**src/rtl/btb_predictor_pkg.sv**
```systemverilog
// Shared types and constants for the branch target buffer.
// The optional BTB_BYPASS_EN build forwards same-cycle updates to lookups.
package btb_predictor_pkg;

    localparam int PC_W_DEF  = 32;
    localparam int TAG_W_DEF = 6;
    localparam int CNT_W_DEF = 2;

    typedef struct packed {
        logic                 v;
        logic [TAG_W_DEF-1:0] tag;
        logic [PC_W_DEF-1:0]  ta;
        logic [CNT_W_DEF-1:0] cnt;
    } BTB_entry;

    typedef enum logic [0:0] {
        SWEEP = 1'b0,
        IDLE  = 1'b1
    } BTB_FSM_states;

    localparam logic [CNT_W_DEF-1:0] CNT_WEAK_TAKEN = 2'b10;

endpackage

```
**src/rtl/btb_sat_cnt.sv**
```systemverilog
// Saturating up/down counter step: +1 on taken, -1 on not taken, clamped at the ends.
module btb_sat_cnt #(
    parameter int CNT_W = 2
) (
    input  logic [CNT_W-1:0] cnt,
    input  logic             taken,
    output logic [CNT_W-1:0] cnt_next
);

    always_comb begin
        cnt_next = cnt;
        if (taken) begin
            if (cnt != '1) cnt_next = cnt + CNT_W'(1);
        end else begin
            if (cnt != '0) cnt_next = cnt - CNT_W'(1);
        end
    end

endmodule

```
**src/rtl/btb_predictor.sv**
```systemverilog
// Direct-mapped BTB with saturating direction counters and a one-entry-per-cycle invalidation sweep.
// Define BTB_BYPASS_EN to forward a same-index update into the same-cycle lookup.
module btb_predictor
    import btb_predictor_pkg::*;
#(
    parameter int N_ENTRIES = 16,
    parameter int PC_W      = 32,
    parameter int TAG_W     = 6,
    parameter int CNT_W     = 2
) (
    input  logic            clk,
    input  logic            rst,
    input  logic            lk_valid,
    input  logic [PC_W-1:0] lk_pc,
    output logic            pred_hit,
    output logic            pred_taken,
    output logic [PC_W-1:0] pred_target,
    input  logic            upd_valid,
    input  logic [PC_W-1:0] upd_pc,
    input  logic            upd_taken,
    input  logic [PC_W-1:0] upd_target,
    input  logic            flush,
    output logic            ready
);

    localparam int IDX_W = $clog2(N_ENTRIES);
    localparam logic [0:0] ST_SWEEP = SWEEP;
    localparam logic [0:0] ST_IDLE  = IDLE;
    localparam logic [CNT_W-1:0] CNT_WEAK = CNT_W'(1) << (CNT_W - 1);
    localparam logic [IDX_W-1:0] PTR_LAST = IDX_W'(N_ENTRIES - 1);

    logic [0:0]       state;
    logic [IDX_W-1:0] ptr;

    logic             v_mem   [N_ENTRIES];
    logic [TAG_W-1:0] tag_mem [N_ENTRIES];
    logic [PC_W-1:0]  ta_mem  [N_ENTRIES];
    logic [CNT_W-1:0] cnt_mem [N_ENTRIES];

    logic [IDX_W-1:0] lk_idx, upd_idx;
    logic [TAG_W-1:0] lk_tag, upd_tag;
    logic             upd_en, upd_hit, wr_en;
    logic [CNT_W-1:0] cnt_sat;

    logic             new_v;
    logic [TAG_W-1:0] new_tag;
    logic [PC_W-1:0]  new_ta;
    logic [CNT_W-1:0] new_cnt;

    logic             rd_v;
    logic [TAG_W-1:0] rd_tag;
    logic [PC_W-1:0]  rd_ta;
    logic [CNT_W-1:0] rd_cnt;
    logic             entry_hit;

    // Bits [1:0] and anything above the partial tag take no part in indexing or matching.
    logic unused_pc_bits;
    assign unused_pc_bits = ^{lk_pc, upd_pc};

    assign ready   = (state == ST_IDLE);
    assign lk_idx  = lk_pc[IDX_W+1:2];
    assign upd_idx = upd_pc[IDX_W+1:2];
    assign lk_tag  = lk_pc[IDX_W+TAG_W+1:IDX_W+2];
    assign upd_tag = upd_pc[IDX_W+TAG_W+1:IDX_W+2];

    // A flush in the same IDLE cycle wins over the update.
    assign upd_en  = upd_valid & ready & ~flush;
    assign upd_hit = v_mem[upd_idx] & (tag_mem[upd_idx] == upd_tag);

    btb_sat_cnt #(.CNT_W(CNT_W)) u_sat_cnt (
        .cnt      (cnt_mem[upd_idx]),
        .taken    (upd_taken),
        .cnt_next (cnt_sat)
    );

    // NOTE: every output of a combinational block gets a default first so no latch is inferred.
    always_comb begin
        wr_en   = 1'b0;
        new_v   = v_mem[upd_idx];
        new_tag = tag_mem[upd_idx];
        new_ta  = ta_mem[upd_idx];
        new_cnt = cnt_mem[upd_idx];
        if (upd_en) begin
            if (upd_hit) begin
                wr_en   = 1'b1;
                new_cnt = cnt_sat;
                if (upd_taken) new_ta = upd_target;
            end else if (upd_taken) begin
                wr_en   = 1'b1;
                new_v   = 1'b1;
                new_tag = upd_tag;
                new_ta  = upd_target;
                new_cnt = CNT_WEAK;
            end
        end
    end

    always_comb begin
        rd_v   = v_mem[lk_idx];
        rd_tag = tag_mem[lk_idx];
        rd_ta  = ta_mem[lk_idx];
        rd_cnt = cnt_mem[lk_idx];
`ifdef BTB_BYPASS_EN
        if (upd_en && (upd_idx == lk_idx)) begin
            rd_v   = new_v;
            rd_tag = new_tag;
            rd_ta  = new_ta;
            rd_cnt = new_cnt;
        end
`endif
    end

    assign entry_hit   = ready & lk_valid & rd_v & (rd_tag == lk_tag);
    assign pred_hit    = entry_hit;
    assign pred_taken  = entry_hit & rd_cnt[CNT_W-1];
    assign pred_target = entry_hit ? rd_ta : '0;

    // NOTE: sequential state uses non-blocking assignments only, so every flop samples pre-edge values.
    always_ff @(posedge clk) begin
        if (rst) begin
            state <= ST_SWEEP;
            ptr   <= '0;
        end else begin
            case (state)
                ST_SWEEP: begin
                    if (ptr == PTR_LAST) begin
                        state <= ST_IDLE;
                        ptr   <= '0;
                    end else begin
                        ptr <= ptr + 1'b1;
                    end
                end
                default: begin
                    if (flush) begin
                        state <= ST_SWEEP;
                        ptr   <= '0;
                    end
                end
            endcase
        end
    end

    // NOTE: the storage array has no reset; the sweep clears V, and TAG/TA/CNT are only read behind V.
    always_ff @(posedge clk) begin
        if (state == ST_SWEEP) begin
            v_mem[ptr] <= 1'b0;
        end else if (wr_en && !rst) begin
            v_mem[upd_idx]   <= new_v;
            tag_mem[upd_idx] <= new_tag;
            ta_mem[upd_idx]  <= new_ta;
            cnt_mem[upd_idx] <= new_cnt;
        end
    end

endmodule

```
**config.mk**
```make
export PLATFORM = sky130hd
export DESIGN_NAME = btb_predictor
export DESIGN_NICKNAME = d
export VERILOG_FILES = /design/src/rtl/btb_predictor_pkg.sv /design/src/rtl/btb_sat_cnt.sv /design/src/rtl/btb_predictor.sv
export SDC_FILE = /design/constraint.sdc
export NUM_CORES = 1
export LEC_CHECK = 0
export BUFFER_PORTS_ARGS = -buffer_cell sky130_fd_sc_hd__buf_4
export CORE_UTILIZATION = 30
export CTS_CLUSTER_DIAMETER = 150
export CTS_CLUSTER_SIZE = 12
export DETAILED_ROUTE_END_ITERATION = 7
export PLACE_DENSITY_LB_ADDON = 0.15
export SLEW_MARGIN = 20
export SYNTH_ARGS = -nofsm -noshare
export SYNTH_HDL_FRONTEND = slang
export SYNTH_HIERARCHICAL = 1
export SYNTH_SLANG_ARGS = --single-unit
```
**constraint.sdc**
```tcl
create_clock -name clk -period 4.2 [get_ports clk]
set_clock_uncertainty 0.2 [all_clocks]
set_input_delay 0.21 -clock clk [delete_from_list [all_inputs] [get_ports clk]]
set_output_delay 0.21 -clock clk [all_outputs]
set_load 0.05 [all_outputs]
```
; ---- After elaboration in Yosys (flattened, before gate mapping)
; Memory sizes are Yosys's and may differ from the RTL's.
; Index checks and enable logic that the tools add are counted.
[word_totals]
register_bits = 5
ram_bits = 656
inputBits = 102
out_inout_bits = 35
wordCells = 60
mem_count = 4
[memory_table]
columns = name, depth, word_bits, rd, rd_ports_with_merged_regs, write_ports, line_no
row1 = ta_mem, 16, 32, 1, 0, 1, btb_predictor.sv:37  ; logic [PC_W-1:0] ta_mem [N_ENTRIES];
row2 = tag_mem, 16, 6, 2, 0, 1, btb_predictor.sv:36  ; logic [TAG_W-1:0] tag_mem [N_ENTRIES];
row3 = cnt_mem, 16, 2, 2, 0, 1, btb_predictor.sv:38  ; logic [CNT_W-1:0] cnt_mem [N_ENTRIES];
row4 = v_mem, 16, 1, 2, 0, 1, btb_predictor.sv:35  ; logic v_mem [N_ENTRIES];
[op_classes]
n_addsub = 3
eq_ne = 7
muxes = 31
bitwise = 8
reduce_logical = 5
[op_table]
columns = op, n
row1 = two-way mux 32 bit, 3
row2 = two-way mux 6 bit, 3
row3 = two-way mux 4 bit, 4
row4 = two-way mux 1 bit, 15
row5 = equality test 6 bit, 2
row6 = two-way mux 2 bit, 6
row7 = AND 1 bit, 7
row8 = "inequality test 2 bit, second input constant", 3
row9 = "adder 4 x 1 -> 4 bit, second input constant", 1
row10 = "equality test 4 bit, second input constant", 1
row11 = AND reduction 3 bit, 1
row12 = "adder 2 x 1 -> 2 bit, second input constant", 1
row13 = nonzero test 2 bit, 1
row14 = "subtractor 2 x 1 -> 2 bit, second input constant", 1
row15 = logical AND 1 bit, 1
row16 = zero test 1 bit, 1
row17 = "inequality test 1 bit, second input constant", 1
row18 = NOT 1 bit, 1
row19 = OR reduction 1 bit, 1

; ---- Depth between registers and ports, before layout
; An unclocked memory read counts as a cell.
[depth]
depth_word = 11
mapped_depth = 13
depth_no_buf = 8

; ---- By module
; The synthesis kept the hierarchy.
[modules_own_cells]
columns = module, instances, cells_per_inst, area_each_um2, seq_area_each_um2
row1 = btb_predictor, 1, 1220, 26964.6, 19799.0
row2 = btb_sat_cnt, 1, 3, 26.3, 0.0

; ---- Least setup slack after synthesis
; Ideal clock, no wire load.
[synth_timing]
path_kind = reg-to-reg
start = register state (netlist: ready)
end = memory ta_mem[0][0], enable pin
setup_ns = 0.461
arrival_time_ns = 4.120
required_ns = 3.539
setup_slack_ns = -0.581
path_stages_with_launch = 7
path_cell_list = dfxtp_1 clkbuf_1 nor2b_1 nand2_1 nor2_1 nand2_1 nor3_1
[synth_via]
elab_chain_len = 8
[synth_lines]
columns = element, line_no
row1 = from (decl), btb_predictor.sv:32  ; logic [0:0] state;
row2 = from (signal assigned), btb_predictor.sv:121  ; state <= ST_SWEEP;
row3 = from (signal assigned), btb_predictor.sv:127  ; state <= ST_IDLE;
row4 = from (signal assigned), btb_predictor.sv:135  ; state <= ST_SWEEP;
row5 = AND 1 bit (2 in series), btb_predictor.sv:67  ; assign upd_en = upd_valid & ready & ~flush;
row6 = two-way mux 1 bit, btb_predictor.sv:83  ; if (upd_en) begin
row7 = logical AND 1 bit, btb_predictor.sv:147  ; end else if (wr_en && !rst) begin
row8 = two-way mux 1 bit, btb_predictor.sv:147
row9 = two-way mux 1 bit, btb_predictor.sv:145  ; if (state == ST_SWEEP) begin
row10 = two-way mux 1 bit (not written as such), btb_predictor.sv:150  ; ta_mem[upd_idx] <= new_ta;
row11 = AND reduction 3 bit (no line) (*), --
row12 = to (decl), btb_predictor.sv:37
; Mark *: on every way between the ends. The rest lies on a longest branch, timed or not.

==> metrics.md <==
| Metric | Value |
|---|---|
| Fmax | 0.250 GHz |
| Met2 usage | 25.6% |
| Root Buffer | clkbuf_16 |
| Layout area overhead | 17.5% |
| Power Internal | 10.2 mW |
| Hold crit path type | primary input to register |
| Psw | 2.71 mW |
| Core box area | 88800 um^2 |
| First-pass GRT wire length | 99.3 mm |
| Worst Setup End Kind | primary output |
| # Post-CTS Setup Buffers | 0 |
| Cells after synthesis | 1223 |
| Top cell by count, worst path | buf_4 |
| Crit path max fanout | 28 |
| Final Setup Violations | 0 |
| Die Ht | 302 um |
| Failing checks | design-rule violations |
| Max stage delay on crit path | 0.49 ns |
| WHS | 0.0734 ns |
| Clock Tree Buf Depth | 3 |
| Iter 0 DRT Violations | 1141 |
| RSZ-0062 raised after global routing | false |
| Status | finished, violations left |
| Initial DRT Pass Iterations | 7 |
| Clk sinks | 661 |
| Worst slew pin tran | 0.935 ns |
| Yosys Warn Count | 6 |
| GR Overflow Total | 0 |
| Startpoint Class | register |
| Final setup TNS | 0 ns |
| Row count | 109 |
| Critical Path RT | 3.79 ns |
| Max_cap viols | 0 |
| Io pins | 137 |
| Cells along the critical path | mux4_2 > mux4_2 > xor2_1 > nor4_1 > buf_4 > nand4_1 > buf_12 > buf_4 > nor2b_1 > buf_4 |
| Share of the synthesized area in the top cell type | 73.0% |
| Top_reg_cell synth | edfxtp_1 |
| Crit Path Class | register to primary output |
| Slowest cell on the critical path | mux4_2 |
| M3 GR Usage | 2.31% |
| Clk pin slew, worst setup/hold paths | 0.07 ns |
| Tcrit/Tclk final | 95.3% |
| Gpl congestion | 0.783 |
| Initial antenna violation count | 3 |
| Overall power | 12.9 mW |
| I/O Buffers | 92 |
| Largest net degree at the start of global routing | 69 |
| CP top delay family | multiplexers |
| Vias in the first global route | 13910 |
| Top cell type by total area after synthesis | edfxtp_1 |
| DR vias/cell | 5.00 |
| CTS HTree Levels | 2 |
| Routing usage on met1 | 20.9% |
| Max-slew headroom | 37.6% |
| Starting density of the core | 30.4% |
| Max Slew Vio Count | 0 |
| VDD IR max | 0.308 mV |
| Worst-Skew Late Latency | 0.62 ns |
| Synth async-reset ratio | 0% |
| Post-DR wirelength/cell | 26.4 um |
| Syn Area/Cell | 22.1 um^2 |
| HPWL Detailed | 36.5 mm |
| Fin crit period | 4.00 ns |
| CP Data Arrival Time | 3.59 ns |
| Final hold vios | 0 |
| Sequential Power Share | 56.3% |
| P_leak | 9.75 nW |
| Post-synth cell types | 50 |
| # nets final | 1523 |
| Post-synth EDFFs | 656 |
| Sequential-to-total area share from yosys stat | 73.4% |
| Net switching fraction of the power | 21.0% |
| Antenna-violating nets left | 0 |
| GRT Overall Usage | 15.2% |
| Routed Wire Length | 68.6 mm |
| CTS tree | done |
| Drc violations | 2 |
| Synthesized area | 27000 um^2 |
| Via count | 12988 |
| CP Buf/Inv Count | 4 |
| Register bit total from synthesis | 661 |
| Die X | 302 um |
| Top area cells in the synthesized netlist | edfxtp_1 73%, mux4_2 19%, nor2b_1 0.97%, mux2i_1 0.89%, mux2_2 0.75% |
| Comb pwr share | 5.6% |
| Most Crowded Layer GR | met2 |
| Die area | 91200 um^2 |
| Clk network pwr share | 38.1% |
| Net count after synthesis | 1326 |
| Layout cells sized above 1 | 34.8% |
| Pwr Density | 407 nW/um^2 |
| TritonCTS buffer count | 61 |
==> cells in the mapped netlist, drive strengths merged (5+ instances only) <==
cell type / count
nor3: 30
nor2: 20
o21ai: 6
mux2i: 25
o32ai: 7
clkbuf: 40
buf: 34
nand2: 24
mux2: 20
nand2b: 9
dfxtp: 5
a21oi: 9
o31ai: 9
inv: 9
edfxtp: 656
mux4: 224
nor2b: 42
xnor2: 5
xor2: 6
==> power groups by stage <==
stage / logic, mW / registers [mW] / clock network, mW
after floorplan: 0.444 / 7.41 / 0
after global placement: 0.696 / 7.41 / 0
after detailed placement: 0.702 / 7.41 / 0
after CTS: 0.739 / 7.27 / 5.09
after global routing: 0.783 / 7.27 / 5.32
final: 0.721 / 7.27 / 4.92
==> cell type report <==
| type | instances | area, um^2 |
|---|---|---|
| fillers | 8110 | 57100 |
| flip-flops and latches | 661 | 19800 |
| inverters | 9 | 33.8 |
| repair buffers | 208 | 1900 |
| clock inverters | 4 | 62.6 |
| multi-input cells | 479 | 6900 |
| well taps | 1165 | 1460 |
| clock buffers | 71 | 1560 |
| diodes | 1 | 2.50 |
==> cell usage in the layout, fill, tap and decap left out, types with 18 or more instances in the layout <==
cell / instances
buf_12: 18
buf_4: 146
clkbuf_16: 61
dlygate4sd3_1: 41
edfxtp_1: 656
mux2_2: 18
mux2i_1: 24
mux4_2: 224
nand2_1: 24
nor2b_1: 42
==> cell families after synthesis <==
logic type	count (synthesis)	share of synthesized area [%]
and+or+nand+nor	144	2.82
DFF	661	73.4
xor gates and xnor gates	11	0.357
muxes	269	20.5
adders and majority gates	3	0.130
buffers and inverters	83	1.42
AOI/OAI and AO/OA	52	1.42
==> flip-flops by register name (all words and copies together) (netlist names) <==
signal and count:
cnt_mem 32, ready 1, tag_mem 96, v_mem 16
ta_mem 512, ptr 4
==> timing repair <==
item | in CTS | in global routing
hold buffers | 41 | 0
endpoints found under the setup margin | 0 | 1
resized for setup | 0 | 1
endpoints found under the hold margin | 604 | 0
==> final timing paths <==
path | start | to | slack, ns | cells after the start
hold reg to reg | ptr[2] | ptr[2] | 0.34 | 2
setup reg to reg | tag_mem[8][1] | tag_mem[9][4] | 0.55 | 10
hold / removal | upd_pc[10] | tag_mem[10][4] | 0.07 | 4
setup / recovery | tag_mem[0][4] | pred_target[20] | 0.20 | 10
==> metal layers <==
layer | share of wire (%) | vias up
li1 | - | 5567
met1 | 45 | 7076
met2 | 50 | 268
met3 | 3.7 | 73
met4 | 1.7 | 4
met5 | 0.032 | -
==> through the flow <==
step	instances	utilization [%]	setup slack, ns	instance area [um^2]
after CTS	2597	35.7	0.0588	31700
after global placement	2481	33.4	0.333	29700
after global routing	2598	35.7	0.00578	31700
after detailed placement	2481	33.4	0.326	29700
after floorplan	1223	-	-0.581	27000
final	2598	35.7	0.196	31700
==> tightest hold or removal path, cell delays in order <==
cell and delay [ns]:
buf_4 0.11, inv_1 0.09, a21oi_1 0.13, buf_4 0.21
(Power assumes the default switching activity.)
